$ cat src/rtl/alu32_pkg.sv
// Shared types and sizing helpers for the ALU result LED pager.
package alu32_pkg;

    typedef enum logic {
        ST_LIVE = 1'b0,
        ST_SHOW = 1'b1
    } state_t;

    localparam int LED_W_DEFAULT = 8;

    function automatic int page_count(input int data_w, input int led_w);
        return data_w / led_w;
    endfunction

    // Never narrower than one bit, even for a single-page configuration.
    function automatic int page_idx_w(input int data_w, input int led_w);
        return (data_w / led_w > 1) ? $clog2(data_w / led_w) : 1;
    endfunction

endpackage

$ cat src/rtl/alu32_led_pager_debounce.sv
// Push-button conditioning: two-flop synchroniser, level debounce and a
// registered one-cycle pulse on each accepted press (stable 1->0).
module button_debounce #(
    parameter int DEBOUNCE_CYCLES = 500000
) (
    input  logic CLK,
    input  logic rst,
    input  logic btn_n,
    output logic press
);

    localparam int CNT_W = (DEBOUNCE_CYCLES > 1) ? $clog2(DEBOUNCE_CYCLES) : 1;
    localparam logic [CNT_W-1:0] CNT_LAST = CNT_W'(DEBOUNCE_CYCLES - 1);

    logic             sync1;
    logic             sync2;
    logic             stable;
    logic             stable_d;
    logic [CNT_W-1:0] cnt;

    always_ff @(posedge CLK) begin
        if (rst) begin
            sync1    <= 1'b1;
            sync2    <= 1'b1;
            stable   <= 1'b1;
            stable_d <= 1'b1;
            cnt      <= '0;
            press    <= 1'b0;
        end else begin
            sync1    <= btn_n;
            sync2    <= sync1;
            stable_d <= stable;
            press    <= stable_d & ~stable;
            // Any agreement between synced and stable level restarts the hold window.
            if (sync2 == stable) begin
                cnt <= '0;
            end else if (cnt == CNT_LAST) begin
                stable <= sync2;
                cnt    <= '0;
            end else begin
                cnt <= cnt + 1'b1;
            end
        end
    end

endmodule

$ cat src/rtl/alu32_led_pager.sv
// Shows a DATA_W-bit ALU result on LED_W LEDs, one page per button press.
// Optional auto-scroll of the frozen snapshot: ALU32_LED_PAGER_AUTO_SCROLL_EN.
module alu32_led_pager
    import alu32_pkg::*;
#(
    parameter int DATA_W          = 32,
    parameter int LED_W           = LED_W_DEFAULT,
    parameter int DEBOUNCE_CYCLES = 500000,
    parameter int SCROLL_CYCLES   = 50000000
) (
    input  logic                                  CLK,
    input  logic                                  rst,
    input  logic                                  pushButton,
    input  logic [DATA_W-1:0]                     in,
    output logic [LED_W-1:0]                      leds,
    output logic [page_idx_w(DATA_W, LED_W)-1:0]  pageIdx,
    output logic                                  frozen
);

    localparam int PAGES = page_count(DATA_W, LED_W);
    localparam int PW    = page_idx_w(DATA_W, LED_W);
    localparam logic [PW-1:0] PAGE_LAST = PW'(PAGES - 1);

    if ((DATA_W % LED_W) != 0 || SCROLL_CYCLES < 1 || DEBOUNCE_CYCLES < 1) begin : g_bad_cfg
        $error("alu32_led_pager: illegal parameter combination");
    end

    state_t            state;
    logic [DATA_W-1:0] snapshot;
    logic              press;
    logic [PW-1:0]     page_inc;

    assign page_inc = (pageIdx == PAGE_LAST) ? '0 : pageIdx + 1'b1;

    button_debounce #(
        .DEBOUNCE_CYCLES(DEBOUNCE_CYCLES)
    ) u_debounce (
        .CLK   (CLK),
        .rst   (rst),
        .btn_n (pushButton),
        .press (press)
    );

`ifdef ALU32_LED_PAGER_AUTO_SCROLL_EN
    localparam int SCW = (SCROLL_CYCLES > 1) ? $clog2(SCROLL_CYCLES) : 1;
    localparam logic [SCW-1:0] SCROLL_LAST = SCW'(SCROLL_CYCLES - 1);

    logic [SCW-1:0] scroll_cnt;
`endif

    // Outputs are computed from the next page so they change together with state.
    always_ff @(posedge CLK) begin
        if (rst) begin
            state    <= ST_LIVE;
            snapshot <= '0;
            leds     <= '0;
            pageIdx  <= '0;
            frozen   <= 1'b0;
`ifdef ALU32_LED_PAGER_AUTO_SCROLL_EN
            scroll_cnt <= '0;
`endif
        end else begin
            case (state)
                ST_LIVE: begin
                    leds    <= in[LED_W-1:0];
                    pageIdx <= '0;
                    frozen  <= 1'b0;
                    if (press) begin
                        snapshot <= in;
                        state    <= ST_SHOW;
                        frozen   <= 1'b1;
`ifdef ALU32_LED_PAGER_AUTO_SCROLL_EN
                        scroll_cnt <= '0;
`endif
                    end
                end
                ST_SHOW: begin
`ifdef ALU32_LED_PAGER_AUTO_SCROLL_EN
                    if (press) begin
                        state   <= ST_LIVE;
                        pageIdx <= '0;
                        frozen  <= 1'b0;
                        leds    <= in[LED_W-1:0];
                    end else if (scroll_cnt == SCROLL_LAST) begin
                        scroll_cnt <= '0;
                        pageIdx    <= page_inc;
                        leds       <= snapshot[page_inc*LED_W +: LED_W];
                    end else begin
                        scroll_cnt <= scroll_cnt + 1'b1;
                        leds       <= snapshot[pageIdx*LED_W +: LED_W];
                    end
`else
                    if (press && pageIdx == PAGE_LAST) begin
                        state   <= ST_LIVE;
                        pageIdx <= '0;
                        frozen  <= 1'b0;
                        leds    <= in[LED_W-1:0];
                    end else if (press) begin
                        pageIdx <= page_inc;
                        leds    <= snapshot[page_inc*LED_W +: LED_W];
                    end else begin
                        leds <= snapshot[pageIdx*LED_W +: LED_W];
                    end
`endif
                end
                default: state <= ST_LIVE;
            endcase
        end
    end

endmodule

$ cat config.mk
export PLATFORM = sky130hd
export DESIGN_NAME = alu32_led_pager
export DESIGN_NICKNAME = d
export VERILOG_FILES = /design/src/rtl/alu32_pkg.sv /design/src/rtl/alu32_led_pager_debounce.sv /design/src/rtl/alu32_led_pager.sv
export SDC_FILE = /design/constraint.sdc
export NUM_CORES = 1
export LEC_CHECK = 0
export ABC_AREA = 1
export ABC_CLOCK_PERIOD_IN_PS = 1300
export CAP_MARGIN = 20
export CORE_UTILIZATION = 49
export DETAILED_ROUTE_END_ITERATION = 16
export PLACE_DENSITY = 0.83
export SYNTH_ARGS = -nofsm -noshare
export SYNTH_HDL_FRONTEND = slang
export SYNTH_SLANG_ARGS = --single-unit
$ cat constraint.sdc
create_clock -name CLK -period 1.3 [get_ports CLK]
set_input_delay 0.39 -clock CLK [delete_from_list [all_inputs] [get_ports CLK]]
set_output_delay 0.39 -clock CLK [all_outputs]
set_load 0.02 [all_outputs]
== Word level (Yosys, flattened, before mapping) ==
Index checks and enable logic that the tools add are counted.

* Register bits: 68
* Bits of input ports: 35
* Output and inout port bits: 11
* Word-level logic and storage cells: 40

* Add/subtract/negate cells: 2
* Eq/ne operators: 5
* Shifts and indexed selects: 2
* Muxes and demuxes: 12
* Bitwise gates (word level): 4
* Reductions and logical operators: 4

{| class="wikitable"
|+ Operators by type and width
! cell !! count
|-
| $shiftx A32 B6 Y8 || 2
|-
| $add A19 B1 Y19 const B || 1
|-
| $eq A19 B19 Y1 const B || 1
|-
| $mux W8 || 2
|-
| $pmux W8 S2 || 1
|-
| $mux W2 || 3
|-
| $pmux W1 S2 || 2
|-
| $pmux W2 S2 || 1
|-
| $reduce_and A2 Y1 || 2
|-
| $mux W1 || 3
|-
| $ne A3 B1 Y1 const B || 1
|-
| $not A1 Y1 || 3
|-
| $reduce_or A3 Y1 || 1
|-
| $add A2 B1 Y2 const B || 1
|-
| $eq A2 B2 Y1 const B || 1
|-
| $ne A2 B1 Y1 const B || 1
|-
| $and A1 B1 Y1 || 1
|-
| $eq A1 B1 Y1 || 1
|-
| $logic_and A1 B1 Y1 || 1
|}

== Longest topological paths before layout ==
* Word-level depth: 6
* Gate-level depth with buffers: 10
* Depth with buffers taken out: 9

== By module ==
From an unflattened synthesis, not the netlist that was laid out.

* Cell total of the unflattened synthesis: 431
* Area total of the unflattened synthesis: 3105.5 sq um

{| class="wikitable"
|+ Modules (own cells, without submodules)
! module !! instances !! cells an instance !! area each (sq um) !! sequential area each (sq um)
|-
| alu32_led_pager || 1 || 266 || 1966.9 || 880.8
|-
| button_debounce || 1 || 165 || 1138.6 || 480.5
|}

== Worst setup path before layout ==
OpenSTA, ideal clock, no wires.

* Path type: reg2reg
* From: register pageIdx[0]
* To: register leds[0]
* Library setup time: 0.109 ns
* Arrival: 1.320 ns
* Data required time: 1.191 ns
* Path slack: -0.129 ns
* Cell stages (with the launch flop): 9
* Buffers on the path: 0
* Clock period less this slack: 1.429 ns
* Path through: dfxtp_1 ha_1 nand2_4 nand2_1 inv_2 nand2_2 nand2_1 nand2_1 inv_1

* Cells in the longest elaborated chain, start to end: 6
* Elaborated cells between the ends (all ways): 9
* Classes of those cells: add/sub: 1; eq/ne: 1; shift: 2; mux: 4; reduce/logical: 1

{| class="wikitable"
|+ RTL lines
! what !! RTL line !! text
|-
| start: declaration || alu32_led_pager.sv:16 || <nowiki>output logic [page_idx_w(DATA_W, LED_W)-1:0] pageIdx,</nowiki>
|-
| start signal: assignment || alu32_led_pager.sv:99 || <nowiki>pageIdx <= page_inc;</nowiki>
|-
| $add A2 B1 Y2 or $eq A2 B2 Y1 (tied branches) || alu32_led_pager.sv:33, alu32_led_pager.sv:93 ||
|-
| $mux W2 || alu32_led_pager.sv:33 || <nowiki>assign page_inc = (pageIdx == PAGE_LAST) ? '0 : pageIdx + 1'b1;</nowiki>
|-
| $shiftx A32 B6 Y8 || alu32_led_pager.sv:100 || <nowiki>leds <= snapshot[page_inc*LED_W +: LED_W];</nowiki>
|-
| $mux W8 || alu32_led_pager.sv:98 || <nowiki>end else if (press) begin</nowiki>
|-
| $mux W8 * || alu32_led_pager.sv:93 || <nowiki>if (press && pageIdx == PAGE_LAST) begin</nowiki>
|-
| $pmux W8 S2 * || alu32_led_pager.sv:63 || <nowiki>case (state)</nowiki>
|-
| end signal: assignment || alu32_led_pager.sv:65 || <nowiki>leds <= in[LED_W-1:0];</nowiki>
|-
| end signal: assignment || alu32_led_pager.sv:100 ||
|-
| end signal: assignment || alu32_led_pager.sv:102 || <nowiki>leds <= snapshot[pageIdx*LED_W +: LED_W];</nowiki>
|-
| end: declaration || alu32_led_pager.sv:15 || <nowiki>output logic [LED_W-1:0] leds,</nowiki>
|}

Mark *: on every way between the ends. The rest lies on a longest branch, timed or not.
A chain may end at the register's enable or synchronous reset.

== Final worst setup path ==
* From: register pageIdx[1]
* To: register leds[7]

Same word-level chain as after synthesis.

==> flow_summary.yaml <==
logic_synthesis:
  synth_nets: 479
  syn-mean-instance-area_um2: 7.23
  synth_edf_count: 0
  synth_top_cell_by_area: "dfxtp_1"
  synth_flop_cell: "dfxtp_1"
  yosysTopAreaCellShare_pct: 42.6
  syn_inst: 442
  yosysSeqAreaShare_pct: 42.6
  yosysMostFrequentCell: "nand2_1"
  syn_area_mm2: 0.00320
  ys_types: 31
  synth.top_cells.by_count: "nand2_1, dfxtp_1, inv_1, a21oi_1, nor2_1"
  async_reset_ff_share_pct: 0
  synth.top_cells.by_area: "dfxtp_1, nand2_1, inv_1, a21oi_1, nand3_1"
  ys_seq_elements: 68
  yosysWarnings: 0
clock_network:
  clkLatencyLatePin_ns: 0.36
  hold_buffers: 0
  tritoncts: "yes"
  cts-htree-levels: 3
  cts.sinks: 68
  cts-buffers-inserted: 9
  clkSlewWorstSetupHoldPaths_ns: 0.07
  cts_max_path_buffers: 2
  root_buffer: "clkbuf_8"
route:
  viasPerCell: 5.42
  drt-total-wl_mm: 8.55
  post-route-drc-count: 0
  wl_per_cell_um: 14.4
  dr.pass1.iters: 5
  detail_route.iter0.violations: 213
  via_count: 3216
  postRouteAntennaNets: 0
critical_path:
  cp_common_cell: "nand3_1"
  crit_buf_inv: 2
  slowest_delay_ns: 0.37
  crit_required_ns: 1.56
  cp.arrival_ns: 1.64
  critPathSlowestCell: "dfxtp_4"
  crit_family: "flip-flops"
  cp-end-kind: "register"
  cp_max_fo: 4
  critical_path_class: "register to register"
  start_kind: "register"
  worstPathCellList: "ha_4 > nand2_4 > o21ai_4 > clkinvlp_4 > nand3_1 > nand3_1 > nand2_1 > inv_1"
placed_design:
  dp_cells: 568
  place_hpwl_mm: 4.90
  io_buffer_count: 45
  routabilityCongestion: 0.886
power_and_ir_drop:
  p_per_area_mw_per_mm2: 901
  vdd_drop_max_mv: 0.686
  p_leak_nw: 1.72
die:
  fp.dieH_um: 82.8
  core-area_mm2: 0.00631
  die_w_um: 82.8
  pin_count: 46
  initial_core_util_pct: 50.6
  die_area_mm2: 0.00685
  row_count: 29
status:
  run_status: "finished, violations left"
  violations: "setup timing"
sta:
  rsz0062_at_grt: "true"
  max_freq_ghz: 0.729
  tightest_slew_ns: 0.260
  period_needed_ns: 1.37
  setup_viol: 7
  hold_violations: 0
  slew_viol_final: 0
  slew_headroom_pct: 82.5
  finalCritPeriodShare_pct: 106
  layout_setup_ws_ns: -0.0724
  finalClockSkew_ns: 0.00628
grt:
  grt_pass1_vias: 2594
  grt_start_max_net_pins: 66
  antenna_found_initial: 0
  track_usage_pct: 23.9
  overflow: 0
  grt_pass1_wl_mm: 12.0
layout:
  drive_gt1_share_pct: 24.0
  final_cells: 593
  area_delta_synth_final_pct: 36.0
  layout.nets: 549
  nFillCells: 471
  multi_input_area_mm2: 0.00169
  final_core_util_pct: 68.9
  register_area_mm2: 0.00138
  diodes: 0
job:
  drv_cap: 0
worst_hold_path:
  hold_class: "primary input to register"
per-stage QoR:
step | setup slack (ns) | total power, mW | area [µm²] | hold WS (ns) | setup TNS (ns)
final | -0.0724 | 3.92 | 4350 | 0.393 | -0.256
after global routing | -0.150 | 4.04 | 4350 | 0.412 | -1.34
after CTS | -0.0509 | 3.90 | 4110 | 0.413 | -0.108
after detailed placement | -0.246 | 2.39 | 3850 | 0.400 | -12.05
after global placement | -0.210 | 2.39 | 3850 | 0.396 | -11.08
after floorplan | 0.0171 | 2.23 | 3220 | 0.389 | 0
layer usage:
metal  vias up  part of all wire, %  global-route usage (%)
li1       1567                    -                       -
met2       166                   48                    38.5
met5         -                    0                       0
met4         0                  3.3                    12.6
met1      1455                   42                    30.4
met3        28                  7.3                    4.04
sequential cells by signal, summed over array words and instances (netlist names):
name / flops
u_debounce.press: 1
u_debounce.sync1: 1
u_debounce.cnt: 19
snapshot: 32
state: 1
frozen: 1
u_debounce.stable: 1
u_debounce.sync2: 1
pageIdx: 2
u_debounce.stable_d: 1
leds: 8
worst paths after layout:
path | endpoint | from | cells after the start | slack [ns]
max | leds[7] | pageIdx[1] | 8 | -0.07
min | state | rst | 3 | 0.39
min reg2reg | u_debounce.press | u_debounce.stable_d | 2 | 0.40
max reg2reg | leds[7] | pageIdx[1] | 8 | -0.07
cells by family (layout without fill, tap and decap cells):
kind of cell | Yosys count | count (layout) | synth area share [%]
buffers and inverters | 88 | 160 | 12.7
adders and majority gates | 2 | 2 | 0.783
AOI/OAI and AO/OA | 79 | 80 | 13.4
DFF | 68 | 68 | 42.6
and+or+nand+nor | 200 | 201 | 29.1
xor gates and xnor gates | 5 | 5 | 1.37
layout by cell type (no fill, tap or decap), types with 7 or more instances in the layout:
cell type and instances:
nand3_1 17, o21ai_1 7, nor2_4 7, o21ai_0 29, nor2_1 31, buf_4 17
dfxtp_1 60, nand3_2 16, a21oi_1 36, inv_1 65, nand2_2 8, clkdlybuf4s50_1 33
clkbuf_8 11, buf_2 10, nand2_1 85, nand4_1 18
power by group:
| part | total, mW | switching (mW) | internal, mW |
|---|---|---|---|
| sequential | 2.09 | 0.00519 | 2.09 |
| clock | 1.59 | 0.806 | 0.782 |
| combinational | 0.236 | 0.0971 | 0.139 |
cell type report:
type / instances / share of cell area, %
inverters: 71 / 6.42
well taps: 77 / 2.22
clock buffers: 13 / 3.65
clock inverters: 2 / 0.230
repair inverters: 1 / 0.173
multi-input cells: 288 / 38.8
flip-flops and latches: 68 / 31.8
repair buffers: 73 / 16.7
timing repair:
action | 4_1_cts | 5_1_grt
buffers inserted | 3 | 3
pin swaps | 9 | 18
resized for setup | 61 | 55
endpoints found under the setup margin | 38 | 36
gates cloned | 3 | 1
tightest hold or removal path: stages:
cell and delay, ns:
dlymetal6s2s_1 0.13, buf_4 0.15, a21oi_2 0.04
(Power assumes the default switching activity.)
